## config.mk

```make
export PLATFORM = sky130hd
export DESIGN_NAME = spsram_bist_128x50
export DESIGN_NICKNAME = d
export VERILOG_FILES = /design/src/rtl/spsram_bist_128x50.sv
export SDC_FILE = /design/constraint.sdc
export NUM_CORES = 1
export LEC_CHECK = 0
export CORE_MARGIN = 2
export CORE_UTILIZATION = 46
export CTS_CLUSTER_DIAMETER = 200
export DETAILED_ROUTE_END_ITERATION = 6
export PLACE_DENSITY_LB_ADDON = 0.12
export SETUP_SLACK_MARGIN = 0.4
export SKIP_CTS_REPAIR_TIMING = 1
export SYNTH_ARGS = -nofsm -noshare
export SYNTH_HDL_FRONTEND = slang
export SYNTH_SLANG_ARGS = --single-unit
```

## constraint.sdc

```tcl
create_clock -name clk -period 5.42 [get_ports clk]
set_input_delay 1.084 -clock clk [delete_from_list [all_inputs] [get_ports clk]]
set_output_delay 1.084 -clock clk [all_outputs]
set_load 0.01 [all_outputs]
```

## src/rtl/spsram_bist_128x50.sv

```systemverilog
// March C- BIST controller for a 128x50 single-port SRAM with byte-group write enables.
// Issues one SRAM access per cycle and checks each read one cycle after the SRAM returns its data.
module spsram_bist_128x50 #(
  parameter int ADDR_WIDTH = 7,
  parameter int DATA_WIDTH = 50,
  parameter int WE_WIDTH   = 5,
  parameter int DEPTH      = 128
) (
  input  logic                  clk,
  input  logic                  rst_b,
  input  logic                  bist_start,
  output logic                  bist_busy,
  output logic                  bist_done,
  output logic                  bist_fail,
  output logic [ADDR_WIDTH-1:0] fail_addr,
  output logic [2:0]            fail_elem,
  output logic                  mem_cen,
  output logic [WE_WIDTH-1:0]   mem_wen,
  output logic [ADDR_WIDTH-1:0] mem_a,
  output logic [DATA_WIDTH-1:0] mem_d,
  input  logic [DATA_WIDTH-1:0] mem_q
);

  // state | meaning
  // IDLE  | waiting for bist_start after reset
  // M0    | up w0
  // M1    | up (r0,w1)
  // M2    | up (r1,w0)
  // M3    | down (r0,w1)
  // M4    | down (r1,w0)
  // M5    | up r0
  // DRAIN | no access; last read compared at exit
  // DONE  | result held; bist_start restarts
  typedef enum logic [3:0] {IDLE, M0, M1, M2, M3, M4, M5, DRAIN, DONE} state_t;

  localparam logic [ADDR_WIDTH-1:0] ADDR_LAST = ADDR_WIDTH'(DEPTH - 1);

  state_t                state, nxt_state;
  logic [ADDR_WIDTH-1:0] addr, nxt_addr, last_addr;
  logic                  ph, nxt_ph;
  logic                  nxt_act, nxt_wr, nxt_bg;
  logic                  op_bg;
  logic [2:0]            op_elem;
  logic                  rd_vld, rd_bg;
  logic [ADDR_WIDTH-1:0] rd_addr;
  logic [2:0]            rd_elem;

  function automatic logic is_down(input state_t s);
    return (s == M3) || (s == M4);
  endfunction

  function automatic logic is_two(input state_t s);
    return (s == M1) || (s == M2) || (s == M3) || (s == M4);
  endfunction

  function automatic logic [2:0] elem_of(input state_t s);
    case (s)
      M1:      return 3'd1;
      M2:      return 3'd2;
      M3:      return 3'd3;
      M4:      return 3'd4;
      M5:      return 3'd5;
      default: return 3'd0;
    endcase
  endfunction

  // Next access is computed here and registered, so the SRAM pins carry op k between E(k) and E(k+1).
  always_comb begin
    nxt_state = state;
    nxt_addr  = addr;
    nxt_ph    = 1'b0;
    nxt_act   = 1'b0;
    last_addr = is_down(state) ? '0 : ADDR_LAST;
    case (state)
      IDLE, DONE: begin
        if (bist_start) begin
          nxt_state = M0;
          nxt_addr  = '0;
          nxt_act   = 1'b1;
        end
      end
      M0, M1, M2, M3, M4, M5: begin
        nxt_act = 1'b1;
        if (is_two(state) && !ph) begin
          nxt_ph = 1'b1;
        end else if (addr != last_addr) begin
          nxt_addr = is_down(state) ? addr - ADDR_WIDTH'(1) : addr + ADDR_WIDTH'(1);
        end else begin
          case (state)
            M0:      begin nxt_state = M1; nxt_addr = '0;        end
            M1:      begin nxt_state = M2; nxt_addr = '0;        end
            M2:      begin nxt_state = M3; nxt_addr = ADDR_LAST; end
            M3:      begin nxt_state = M4; nxt_addr = ADDR_LAST; end
            M4:      begin nxt_state = M5; nxt_addr = '0;        end
            default: begin nxt_state = DRAIN; nxt_addr = '0; nxt_act = 1'b0; end
          endcase
        end
      end
      DRAIN:   nxt_state = DONE;
      default: nxt_state = IDLE;
    endcase
    nxt_wr = (nxt_state == M0) || nxt_ph;
    nxt_bg = nxt_wr ? ((nxt_state == M1) || (nxt_state == M3))
                    : ((nxt_state == M2) || (nxt_state == M4));
  end

  always_ff @(posedge clk or negedge rst_b) begin
    if (!rst_b) begin
      state     <= IDLE;
      addr      <= '0;
      ph        <= 1'b0;
      bist_busy <= 1'b0;
      bist_done <= 1'b0;
      bist_fail <= 1'b0;
      fail_addr <= '0;
      fail_elem <= '0;
      mem_cen   <= 1'b1;
      mem_wen   <= '1;
      mem_a     <= '0;
      mem_d     <= '0;
      op_bg     <= 1'b0;
      op_elem   <= '0;
      rd_vld    <= 1'b0;
      rd_bg     <= 1'b0;
      rd_addr   <= '0;
      rd_elem   <= '0;
    end else begin
      state   <= nxt_state;
      addr    <= nxt_addr;
      ph      <= nxt_ph;
      mem_cen <= !nxt_act;
      mem_wen <= {WE_WIDTH{!(nxt_act && nxt_wr)}};
      mem_a   <= nxt_act ? nxt_addr : '0;
      mem_d   <= {DATA_WIDTH{nxt_act && nxt_wr && nxt_bg}};
      op_bg   <= nxt_bg;
      op_elem <= elem_of(nxt_state);
      rd_vld  <= !mem_cen && mem_wen[0];
      rd_bg   <= op_bg;
      rd_addr <= mem_a;
      rd_elem <= op_elem;
      if (rd_vld && (mem_q != {DATA_WIDTH{rd_bg}})) begin
        bist_fail <= 1'b1;
        if (!bist_fail) begin
          fail_addr <= rd_addr;
          fail_elem <= rd_elem;
        end
      end
      if (((state == IDLE) || (state == DONE)) && bist_start) begin
        bist_busy <= 1'b1;
        bist_done <= 1'b0;
        bist_fail <= 1'b0;
        fail_addr <= '0;
        fail_elem <= '0;
      end
      if (state == DRAIN) begin
        bist_busy <= 1'b0;
        bist_done <= 1'b1;
      end
    end
  end

endmodule

```

==> impl_metrics.csv, run 1 <==
group,metric,value,unit
run_status,status,"finished clean",
setup_path,cp_max_fo,10,
logic_synthesis,synth_fp_nets,388,
timing,period_needed,3.54,ns
final_layout,diodes,0,
floorplanning,ios,129,
floorplanning,die_area,7200,um2
grt,grt_antenna_before_repair,0,
setup_path,worstSetupPathType,"in2reg",
floorplanning,dieWidth,84.8,um
clock_network,clk_path_buf_depth,2,
setup_path,cp_slowest_cell,"o311ai_2",
logic_synthesis,ys_async_sr_fraction,1.00,
power_and_ir_drop,p_leak,1.74,nW
power_and_ir_drop,vdd_ir_drop_max,0.000179,V
setup_path,r2r_slack,2.11,ns
drt,first_pass_iters,4,
clock_network,htree_levels,2,
logic_synthesis,syn_avg_cell_area,9.14,um2
timing,worst_clock_skew,0.00898,ns
logic_synthesis,ys_top_cells_by_area,"dfrtp_1 (41%), buf_4 (13%), nor2_1 (3.9%)",
clock_network,cts_sinks,51,
timing,rsz0062_at_grt,"false",
setup_path,worst_ep_arrival_time,3.73,ns
timing,slew_headroom,0.213,
run,maxCapViolations,0,
logic_synthesis,synth-edff-count,0,
logic_synthesis,netlist-cell-type-count,44,
grt,grt_pass1_vias,2250,
clock_network,cts_tree,"done",
logic_synthesis,yosys.area.top_type,"dfrtp_1",
drt,vias,2473,
clock_network,clk-insertion-delay-late,0.31,ns
logic_synthesis,seq_area_frac_synth,0.425,
drt,route.detailed.drc,0,
placed_design,port_buffers,128,
final_layout,area_delta_synth_final,34.6,%
grt,use_met1,0.225,
timing,min_period_over_period,0.653,
hold_path,hold_class,"reg2reg",
timing,max_freq,283,MHz
timing,finalSetupViolCount,0,
grt,grt_overflow,0,
grt,busiest_layer,"met2",
setup_path,worstPathCellList,"clkdlybuf4s50_1 -> or4_1 -> nor4_1 -> o22ai_1 -> o311ai_2 -> mux2i_1 -> nor2_1",
timing,setup_ws,1.88,ns
drt,wl_per_cell,13.6,um
drt,wirelength,6.48,mm
timing,tns,0,ns
hold_path,worstHoldStart,"op_elem[0]$_DFF_PN0_",
clock_network,clk_transition_reported_paths,0.10,ns
logic_synthesis,synth_top_area_frac,0.408,
drt,drtIter0Drc,108,
power_and_ir_drop,p_total,1.16,mW
setup_path,rr_startpoint,"state[2]$_DFF_PN0_",
floorplanning,start_util,0.473,
setup_path,timing.rr.end,"op_elem[1]$_DFF_PN0_",
placed_design,hpwl,5.06,mm
setup_path,reg2reg_depth,8,
setup_path,slowest_delay,0.94,ns
timing,tightestPinTransition,1.18,ns
setup_path,critPathRequiredTime,5.61,ns
logic_synthesis,synth_area,3010,um2
logic_synthesis,yosysWarnings,0,
placed_design,place_congestion,0.837,
grt,met3_usage,0.0321,
floorplanning,core_area,6350,um2
hold_path,hold_path_depth,0,
logic_synthesis,synth-main-ff-cell,"dfrtp_1",
floorplanning,chipHeight,84.8,um
grt,track_usage,0.185,
timing,hold_violations,0,
power_and_ir_drop,power_per_cell_area,288,nW/um2
clock_network,root_buffer,"clkbuf_8",
setup_path,cp-end-kind,"flop",
drt,final_antenna_net_count,0,
drt,avgViaCountPerCell,5.17,
hold_path,min_to,"rd_elem[0]$_DFF_PN0_",
final_layout,layout.nets,459,
logic_synthesis,synth-seq-cells,51,
grt,grt_max_degree,52,
final_layout,drive_gt1_frac,0.0474,
logic_synthesis,synth_cells,329,
clock_network,cts_inserted_buffers,5,
setup_path,cp-start-kind,"primary input",
setup_path,crit_buf_inv,1,
placed_design,post-place-ws,1.51,ns
floorplanning,fp-row-count,29,
setup_path,cp_top_family,"compound AO/OA/AOI/OAI gates",
final_layout,fillerInstances,500,
grt,grt.met2_usage,0.331,
timing,drv_slew,0,
grt,grt_pass1_wl,10.7,mm
## layout by cell type (no fill, tap or decap), drive strengths merged, types with 3 or more instances in the layout
cell / Yosys / layout
nand3: 10 / 10
xnor2: 9 / 9
a211oi: 3 / 3
nor3: 12 / 12
ha: 5 / 5
mux2i: 12 / 12
clkdlybuf4s50: 0 / 127
nand4: 8 / 8
o21ai: 15 / 15
or4: 6 / 6
clkbuf: 8 / 5
a21o: 8 / 8
nor4: 7 / 7
o22ai: 3 / 3
a21oi: 12 / 12
nand2: 29 / 29
or3: 7 / 7
inv: 9 / 10
dfrtp: 49 / 49
nor2: 31 / 31
## cells by family after synthesis
| group | Yosys count | synth area share |
|---|---|---|
| compound gates | 51 | 0.106 |
| xor+xnor | 10 | 0.0291 |
| fa+ha+maj | 6 | 0.0275 |
| buf+inv | 74 | 0.161 |
| flops | 51 | 0.425 |
| mux | 12 | 0.0412 |
| simple gates | 125 | 0.210 |
## flip-flops by register name (all words and copies together), names as in the netlist, 3 cells and up
name and cells:
addr 7, fail_addr 7, mem_a 7, rd_addr 7, state 4, fail_elem 3, op_elem 3, rd_elem 3
## stage by stage
stage	cell area (um2)	util	std cells	hold WS, ns
after detailed placement	3950	0.622	470	0.338
after floorplan	3010	-	329	0.331
final	4050	0.637	478	0.349
after global placement	3950	0.622	470	0.333
after global routing	4050	0.637	478	0.348
after CTS	4050	0.637	478	0.357
## layout make-up
type	instances	area, um2	area share
multi-input combinational	204	1260	0.311
tap	77	96.3	0.0238
sequential	51	1280	0.316
clock inverter	3	28.8	0.00711
timing repair buffer	129	1280	0.317
inverter	9	33.8	0.00835
clock buffer	5	68.8	0.0170
## worst max-delay path by stage
stage / end / startpoint / cells after the start
detailed placement: fail_elem[1]$_DFFE_PN0P_ / mem_q[18] / 7
finish: fail_elem[1]$_DFFE_PN0P_ / mem_q[2] / 7
CTS: fail_elem[1]$_DFFE_PN0P_ / mem_q[18] / 7
global route: fail_elem[2]$_DFFE_PN0P_ / mem_q[42] / 7
global placement: fail_addr[6]$_DFFE_PN0P_ / mem_q[42] / 7
floorplan: fail_addr[0]$_DFFE_PN0P_ / mem_q[18] / 7
## synth_stat cells, types with 2 or more instances
| cell | instances |
|---|---|
| ha_1 | 5 |
| nand2b_1 | 2 |
| inv_1 | 8 |
| o31ai_1 | 2 |
| nor4_1 | 7 |
| mux2i_1 | 11 |
| dfrtp_1 | 49 |
| buf_4 | 54 |
| nor2_1 | 31 |
| and2_1 | 2 |
| a21o_1 | 8 |
| a211oi_1 | 3 |
| buf_2 | 3 |
| xnor2_1 | 9 |
| dfstp_2 | 2 |
| nand2_1 | 29 |
| o21ai_0 | 15 |
| nor2b_1 | 2 |
| nand3_1 | 10 |
| clkbuf_1 | 8 |
| or3_1 | 7 |
| nand4_1 | 8 |
| nor3_1 | 12 |
| or4_1 | 6 |
| o211ai_1 | 2 |
| a21oi_1 | 12 |
| o22ai_1 | 3 |
| and3_1 | 2 |
| nand3b_1 | 2 |
## metal layers
layer,wire length [um],share of wire,vias to the layer above
met1,2630,0.41,1128
li1,-,-,1237
met4,117,0.018,0
met5,0,0,-
met2,3300,0.51,98
met3,438,0.068,10
## power breakdown
| group | leakage [nW] | internal, mW | switching [mW] | total [mW] |
|---|---|---|---|---|
| clock network | 0.0502 | 0.0956 | 0.129 | 0.224 |
| logic | 1.03 | 0.226 | 0.172 | 0.398 |
| registers | 0.659 | 0.477 | 0.0650 | 0.542 |
No activity file was read; power rests on OpenSTA's default activity.
==> run 2, diff against run 1 <==
--- a/config.mk
+++ b/config.mk
@@ -6,7 +6,7 @@
 export NUM_CORES = 1
 export LEC_CHECK = 0
 export CORE_MARGIN = 2
-export CORE_UTILIZATION = 46
+export CORE_UTILIZATION = 43
 export CTS_CLUSTER_DIAMETER = 200
 export DETAILED_ROUTE_END_ITERATION = 6
 export PLACE_DENSITY_LB_ADDON = 0.12
==> constraint.sdc (replaced) <==
create_clock -name clk -period 3.4 [get_ports clk]
set_input_delay 0.68 -clock clk [delete_from_list [all_inputs] [get_ports clk]]
set_output_delay 0.68 -clock clk [all_outputs]
set_load 0.01 [all_outputs]
==> run 2 against run 1 <==
Net effect: sequential power rose by 60%; clock skew is 0.0047 ns lower; global-route usage is 0.15 points higher; sequential share of layout area shrank 0.88 points; hold slack lost 0.095 ns; via count up 0.57%; final cell count increased by 6.1%; total power rose by 66%; routed wire length increased by 9.2%; non-clock buffer count is 10 higher; count of clock-buffer cells in the layout unchanged; clock power is 86% higher; largest power group unchanged.
==> impl_metrics.csv, run 2 (synthesis results as in run 1) <==
group,metric,value,unit
final_layout,diodes,0,
clock_network,cts_tree,"done",
setup_path,timing.rr.end,"op_elem[1]$_DFF_PN0_",
setup_path,cp-end-kind,"flop",
grt,grt_antenna_before_repair,0,
grt,grt_pass1_vias,2242,
power_and_ir_drop,swShare,0.303,
timing,drv_slew,0,
floorplanning,chipHeight,87.6,um
floorplanning,die_area,7680,um2
final_layout,drive_gt1_frac,0.0706,
drt,final_antenna_net_count,0,
timing,min_period_over_period,0.781,
placed_design,hpwl,5.60,mm
power_and_ir_drop,power_switching,0.585,mW
run_status,status,"finished clean",
grt,grt_pass1_wl,11.2,mm
timing,finalSetupViolCount,0,
drt,avgViaCountPerCell,4.91,
placed_design,port_buffers,128,
timing,hold_violations,0,
setup_path,cp-start-kind,"flop",
power_and_ir_drop,comb_power_share,0.334,
clock_network,cts_inserted_buffers,5,
drt,vias,2487,
clock_network,clk-insertion-delay-late,0.30,ns
power_and_ir_drop,power.share.clock,0.216,
floorplanning,start_util,0.443,
timing,tightestPinTransition,0.504,ns
grt,track_usage,0.186,
grt,grt_overflow,0,
timing,rsz0062_at_grt,"false",
drt,first_pass_iters,4,
timing,max_freq,377,MHz
power_and_ir_drop,vdd_ir_drop_max,0.000349,V
timing,tns,0,ns
hold_path,hold_class,"in2async",
setup_path,reg2reg_depth,8,
floorplanning,core_area,6790,um2
run,maxCapViolations,0,
final_layout,layout.nets,469,
setup_path,worst_ep_arrival_time,2.89,ns
final_layout,final_cell_mix,"clkdlybuf4s50_1 (127), dfrtp_1 (49), nor2_1 (31), nand2_1 (29), o21ai_0 (15)",
clock_network,cts_sinks,51,
power_and_ir_drop,internal_power,1.34,mW
setup_path,worstSetupPathType,"reg2reg",
power_and_ir_drop,pwr-share-seq,0.450,
setup_path,rr_startpoint,"state[1]$_DFF_PN0_",
floorplanning,fp-row-count,30,
setup_path,critPathRequiredTime,3.64,ns
clock_network,clk_transition_reported_paths,0.09,ns
clock_network,root_buffer,"clkbuf_8",
final_layout,layout_commonest_cell,"clkdlybuf4s50_1",
drt,wl_per_cell,14.0,um
grt,grt_max_degree,51,
power_and_ir_drop,p_leak,1.79,nW
setup_path,r2r_slack,0.74,ns
power_and_ir_drop,power_per_cell_area,463,nW/um2
placed_design,place_congestion,0.927,
timing,worst_clock_skew,0.00423,ns
clock_network,htree_levels,2,
drt,drtIter0Drc,88,
timing,slew_headroom,0.664,
clock_network,clk_path_buf_depth,2,
final_layout,area_delta_synth_final,38.5,%
setup_path,cp_max_fo,6,
timing,holdWs,0.253,ns
floorplanning,dieWidth,87.6,um
timing,period_needed,2.66,ns
drt,route.detailed.drc,0,
floorplanning,ios,129,
drt,wirelength,7.08,mm
==> run 2: critical path, cell delays in order (launching register included) <==
cell and delay [ns]:
dfrtp_1 0.42, nor3b_4 0.37, ha_1 0.28, and3_1 0.18, nand3_1 0.15, or4_1 0.53
a21o_1 0.25, or3_1 0.35, nand2_1 0.07
==> run 2: metrics by stage <==
stage / utilization / worst slack, ns / power, mW / std cells / cell area (um2)
2_1_floorplan: - / 0.755 / 1.21 / 329 / 3010
3_3_place_gp: 0.596 / 0.450 / 1.52 / 499 / 4050
3_5_place_dp: 0.596 / 0.426 / 1.53 / 499 / 4050
4_1_cts: 0.613 / 0.748 / 1.95 / 507 / 4160
5_1_grt: 0.613 / 0.623 / 2.07 / 507 / 4160
6_report: 0.613 / 0.745 / 1.93 / 507 / 4160
==> run 2: worst max-delay path by stage <==
stage,depth (start not counted),end,from
2_1_floorplan,10,op_elem[1]$_DFF_PN0_,state[1]$_DFF_PN0_
3_3_place_gp,8,fail_addr[4]$_DFFE_PN0P_,mem_q[10]
3_5_place_dp,8,fail_elem[2]$_DFFE_PN0P_,mem_q[42]
4_1_cts,8,op_elem[1]$_DFF_PN0_,state[1]$_DFF_PN0_
5_1_grt,8,fail_addr[6]$_DFFE_PN0P_,mem_q[10]
6_report,8,op_elem[1]$_DFF_PN0_,state[1]$_DFF_PN0_
==> run 2: final cells by class <==
class / instances / area (um2)
inverters: 9 / 33.8
clock buffers: 5 / 68.8
fillers: 555 / 2630
repair buffers: 139 / 1360
multi-input cells: 204 / 1260
clock inverters: 3 / 46.3
well taps: 96 / 120
flip-flops and latches: 51 / 1280
==> run 2: layer usage <==
metal	track usage	wire length, um
met1	0.231	3040
met2	0.326	3490
met3	0.0292	406
met4	0.0727	142
met5	0	0
==> run 2: power groups by stage <==
stage | registers [mW] | logic (mW) | clock network, mW
floorplan | 0.887 | 0.323 | 0
CTS | 0.871 | 0.651 | 0.432
finish | 0.867 | 0.645 | 0.417
detailed placement | 0.883 | 0.648 | 0
global route | 0.892 | 0.714 | 0.459
global placement | 0.880 | 0.640 | 0
==> RTL change 1: new RTL, settings of run 2 <==
The parameter `DEPTH` goes from 128 to 64.
--- a/src/rtl/spsram_bist_128x50.sv
+++ b/src/rtl/spsram_bist_128x50.sv
@@ -4,7 +4,7 @@
   parameter int ADDR_WIDTH = 7,
   parameter int DATA_WIDTH = 50,
   parameter int WE_WIDTH   = 5,
-  parameter int DEPTH      = 128
+  parameter int DEPTH      = 64
 ) (
   input  logic                  clk,
   input  logic                  rst_b,
Formal check against the unedited RTL: no difference found for any inputs over 10 cycles, from zero or initial values and one cycle with rst_b low; that may be too few to reach the edited logic, so the function may still have changed.
==> RTL change 1 against run 2 <==
Wire length increased by 3.1%. Design area down 0.78%. Critical endpoint is now op_elem[2]$_DFF_PN0_. Setup slack lost 30 ps. Sequential power increased by 11%. Synthesized cell count decreased by 1.5%. Sequential cell count did not move. Area after synthesis is 0.92% higher. Cell count shrank 1.2%. Largest cell class unchanged. Power is 25% higher. Global-route usage increased by 0.34 points. Clock power shrank 13%.
==> RTL change 1: results (changes against run 2) <==
- Routability congestion estimate: 0.884 (-4.6%)
- Initial DRC count: 149 (+69%)
- Total wire length: 7300 um (+3.1%)
- Total Routing Usage GR: 19.0% (+0.34 points)
- Global-route wire length before repair: 11400 um (+1.7%)
- Async S/R FF share, synth: 100% (unchanged)
- Final setup violation count: 0 (unchanged)
- Fin nets: 463 (-1.3%)
- Ys Warns: 0 (unchanged)
- DRT Pass-1 Iters: 4 (unchanged)
- Clock Pin Slew Worst Setup and Hold Paths: 90 ps (about the same)
- Clock tree root driver cell: clkbuf_8
- Worst EP arrival: 2910 ps (+20 ps)
- Most instantiated cells after synthesis: buf_4, dfrtp_1, nand2_1
- CTS Buf Count: 5 (unchanged)
- I/O Buffers: 128 (unchanged)
- Vias in the first global route: 2274 (+1.4%)
- Htree depth: 2 (unchanged)
- Worst-Skew Late Latency: 300 ps (about the same)
- Antenna cell count: 0 (unchanged)
- Synth cell types: 52 (+18%)
- Share of layout cells above drive strength 1: 7.41% (+0.35 points)
- Worst IR drop on VDD: 0.305 mV (-13%)
- Mapped Nets: 383 (-1.3%)
- Placed inst area: 4020 um^2 (-0.68%)
- Cell leakage power: 1.79 nW (+0.11%)
- Vias: 2554 (+2.7%)
- Layout Skew: 12.0 ps (+7.77 ps)
- Min-delay worst type: reg -> reg
- Max Slew Vio Count: 0 (unchanged)
- Worst Hold Launch: op_elem[1]$_DFF_PN0_
- Critical path peak fanout: 9 (+3)
- Worst reg2reg path startpoint: state[3]$_DFF_PN0_
- Largest net degree at the start of global routing: 51 (unchanged)
- DPL Wire Length: 5690 um (+1.7%)
- CP max stage delay: 450 ps (-80 ps)
- Status: finished, final reports clean
- Synth top area cells: dfrtp_1, buf_4, mux2i_1, nand2_1, nor2_1
- Slowest stage cell, crit path: dfrtp_1
- Mapped Cells: 324 (-1.5%)
- Antenna violations before repair: 0 (unchanged)
- Longest Clk Path Bufs: 2 (unchanged)
- Sequential fraction of the synthesis area: 42.1% (-0.39 points)
- CP startpoint kind: register
- Worst slew margin: 45.1% (-21 points)
- Cell family with most CP delay: simple AND/OR/NAND/NOR gates
-- RTL change 1: cell count changes in the layout (fill, tap and decap cells not counted), moves of 3 or more --
cell     before  now
a21oi_1      12   18
nor3_1       12    8
nor2_1       31   25
inv_1         8    4
inv_2         1    4
o21ai_1       0    8
o21ai_0      15    7
nand2_1      29   26
a21o_1        8    3
xnor2_1       9    4
-- RTL change 1: final timing paths --
check                           cells past startpoint  slack, ps                    to
min in group asynchronous                           1        460     addr[4]$_DFF_PN0_
max in group asynchronous                           2       2160  mem_wen[0]$_DFF_PN1_
worst min-delay path                                0        350  rd_elem[1]$_DFF_PN0_
worst min register to register                      0        350  rd_elem[1]$_DFF_PN0_
worst max register to register                      8        720  op_elem[2]$_DFF_PN0_
worst max-delay path                                8        720  op_elem[2]$_DFF_PN0_
-- RTL change 1: final cells by class --
type                    count  area [um^2]
clock buffers               5         68.8
fillers                   584         2660
repair buffers            138         1350
inverters                   8         30.0
flip-flops and latches     51         1280
clock inverters             3         26.3
multi-input cells         200         1260
well taps                  96          120
-- RTL change 1: through the flow --
step	setup slack, ps	instances
after global placement	429	491
after CTS	469	499
after floorplan	685	324
after detailed placement	383	491
after global routing	536	501
final	715	501
-- RTL change 1: per-layer routing --
layer  vias up  GRT usage [%]  wire length, um  part of all wire, %
li1       1252              -                -                    -
met1      1186           22.9             3020                   41
met2       105           34.5             3650                   50
met3        11           3.39              518                  7.1
met4         0           5.59              112                  1.5
met5         -              0                0                    0
-- RTL change 1: cell families (layout without fill, tap and decap cells) --
family | after synthesis | after routing | synth area share (%)
buf+inv | 73 | 154 | 16.5
mux | 14 | 14 | 4.66
flops | 51 | 51 | 42.1
fa+ha+maj | 6 | 6 | 2.72
simple gates | 114 | 114 | 19.5
compound gates | 59 | 59 | 12.2
xor+xnor | 7 | 7 | 2.27
-- RTL change 1: power by group --
| group | leakage, nW | total [mW] | switching (mW) | internal [mW] |
|---|---|---|---|---|
| Combinational | 1.09 | 1.10 | 0.553 | 0.545 |
| Sequential | 0.655 | 0.961 | 0.148 | 0.813 |
| Clock | 0.0491 | 0.361 | 0.209 | 0.152 |
-- RTL change 1: worst reg2reg max path, stage by stage (launching register included) --
cell,delay (ps)
dfrtp_1,450
nor3b_4,350
ha_1,350
and4b_1,240
and3_1,220
and2_1,200
a311o_1,400
or2_1,270
mux2i_1,130
==> RTL change 2: new RTL, flow settings as in run 2 <==
Without the edit above. Encoding of `state_t`: now Gray code (4 bits for 9 states).
--- a/src/rtl/spsram_bist_128x50.sv
+++ b/src/rtl/spsram_bist_128x50.sv
@@ -31,7 +31,7 @@
   // M5    | up r0
   // DRAIN | no access; last read compared at exit
   // DONE  | result held; bist_start restarts
-  typedef enum logic [3:0] {IDLE, M0, M1, M2, M3, M4, M5, DRAIN, DONE} state_t;
+  typedef enum logic [3:0] {IDLE = 4'b0000, M0 = 4'b0001, M1 = 4'b0011, M2 = 4'b0010, M3 = 4'b0110, M4 = 4'b0111, M5 = 4'b0101, DRAIN = 4'b0100, DONE = 4'b1100} state_t;
 
   localparam logic [ADDR_WIDTH-1:0] ADDR_LAST = ADDR_WIDTH'(DEPTH - 1);
 
Function: same outputs for any inputs over 10 cycles, from zero or initial values and one cycle with rst_b low; not proved beyond that.
==> RTL change 2 against run 2 <==
Via count increased by 3.9%. Design area up 0.27%. Maximum frequency down 3.2%. Synthesized cell count shrank 1.2%. Sequential cell count unchanged. Area after synthesis grew 2.8%. Wire length up 6.8%. Setup slack lost 87 ps. Clock skew increased by 7.6 ps.
Power is not compared: it rests on default switching activity, and its combinational part moved more than twofold at a synthesized area within 25%.
==> RTL change 2: results (changes against run 2) <==
- Share of layout cells above drive strength 1: 11.2% (+4.1 points)
- Antenna cell count: 0 (unchanged)
- Placed inst area: 4080 um^2 (+0.77%)
- Sequential fraction of the synthesis area: 41.4% (-1.2 points)
- Synth Area in XOR/XNOR: 1.42% (-1.5 points)
- Layout Skew: 11.8 ps (+7.57 ps)
- Worst slew margin: 27.1% (-39 points)
- Critical path peak fanout: 11 (+5)
- Cell leakage power: 1.80 nW
- Status: finished, final reports clean
- I/O Buffers: 128 (unchanged)
- Mux cell area share after synthesis: 4.78% (+0.66 points)
- Worst-Skew Late Latency: 310 ps
- Synth cell types: 51 (+16%)
- Routability congestion estimate: 0.862 (-7.0%)
- Synth top area cells: dfrtp_1, buf_4, a21oi_1, mux2i_1, a21o_1
- Async S/R FF share, synth: 100% (unchanged)
- Initial DRC count: 151 (+72%)
- # fillers: 603 (+8.6%)
- Post-synthesis adder-cell area fraction: 2.67% (-0.076 points)
- Htree depth: 2 (unchanged)
- Vias in the first global route: 2338 (+4.3%)
- Min-delay worst type: reg -> reg
- Worst IR drop on VDD: 0.402 mV
- Global-route wire length before repair: 11300 um (+0.99%)
- Antenna violations before repair: 0 (unchanged)
- Ys Warns: 0 (unchanged)
- Largest net degree at the start of global routing: 52 (+2.0%)
- Total wire length: 7560 um (+6.8%)
- Clock Pin Slew Worst Setup and Hold Paths: 100 ps
- Vias: 2583 (+3.9%)
- Most instantiated cells after synthesis: buf_4, dfrtp_1, a21oi_1
- Longest Clk Path Bufs: 2 (unchanged)
- DPL Wire Length: 5740 um (+2.6%)
- DRT Pass-1 Iters: 4 (unchanged)
- Fin nets: 461 (-1.7%)
- Clock tree root driver cell: clkbuf_8
- CP max stage delay: 400 ps (-130 ps)
- CTS Buf Count: 5 (unchanged)
- Total Routing Usage GR: 18.2% (-0.40 points)
- Slowest stage cell, crit path: dfrtp_1
- Complex-gate fraction of the synthesized area: 13.7% (+3.1 points)
- Mapped Nets: 384 (-1.0%)
- Most used DFF post-synth: dfrtp_1
==> RTL change 2: report_power, final <==
| group | internal [mW] | switching [mW] | leakage, nW |
|---|---|---|---|
| Sequential | 0.816 | 0.136 | 0.632 |
| Combinational | 0.916 | 0.734 | 1.12 |
| Clock | 0.152 | 0.217 | 0.0491 |
==> RTL change 2: path summary, 6_finish.rpt <==
| kind | startpoint | to | slack (ps) | cells after the start |
|---|---|---|---|---|
| min | op_elem[2]$_DFF_PN0_ | rd_elem[2]$_DFF_PN0_ | 360 | 0 |
| max | state[1]$_DFF_PN0_ | op_elem[0]$_DFF_PN0_ | 660 | 8 |
| min reg2reg | op_elem[2]$_DFF_PN0_ | rd_elem[2]$_DFF_PN0_ | 360 | 0 |
| min in group asynchronous | rst_b | addr[5]$_DFF_PN0_ | 560 | 1 |
| max reg2reg | state[1]$_DFF_PN0_ | op_elem[0]$_DFF_PN0_ | 660 | 8 |
| max in group asynchronous | rst_b | state[1]$_DFF_PN0_ | 2150 | 1 |
==> RTL change 2: stage by stage <==
step / hold slack (ps) / std cells / utilization (%) / power [mW] / setup WS, ps
finish: 357 / 499 / 60.8 / 2.97 / 657
global route: 366 / 499 / 60.8 / 3.19 / 525
CTS: 358 / 499 / 60.8 / 3.01 / 689
detailed placement: 335 / 491 / 59.4 / 2.64 / 411
global placement: 332 / 491 / 59.4 / 2.60 / 449
floorplan: 331 / 325 / - / 2.07 / 990
==> RTL change 2: layer usage <==
metal | track usage (%) | up-vias | share of wire (%)
li1 | - | 1255 | -
met1 | 23.8 | 1230 | 42
met2 | 30.2 | 90 | 50
met3 | 4.48 | 8 | 6.6
met4 | 5.10 | 0 | 1.2
met5 | 0 | - | 0
==> RTL change 2: cells by family (layout without fill, tap and decap cells) <==
logic type | Yosys count | in the layout
compound gates | 66 | 66
xor+xnor | 5 | 5
buf+inv | 71 | 149
fa+ha+maj | 6 | 6
simple gates | 112 | 112
flops | 51 | 51
mux | 14 | 14
==> RTL change 2: cell type report <==
type                            instances  share of cell area, %
Multi-Input combinational cell        203                   31.9
Clock inverter                          3                  0.629
Timing Repair Buffer                  135                   31.8
Clock buffer                            5                   1.65
Sequential cell                        51                   30.6
Inverter                                6                  0.539
Tap cell                               96                   2.88
==> RTL change 2: worst max-delay path, delay by kind of cell, from the launching register on <==
family / cells / cell delay [ps]
adders and majority gates: 1 / 400
and+or+nand+nor: 4 / 1010
muxes: 1 / 380
AOI/OAI and AO/OA: 2 / 470
DFF: 1 / 400
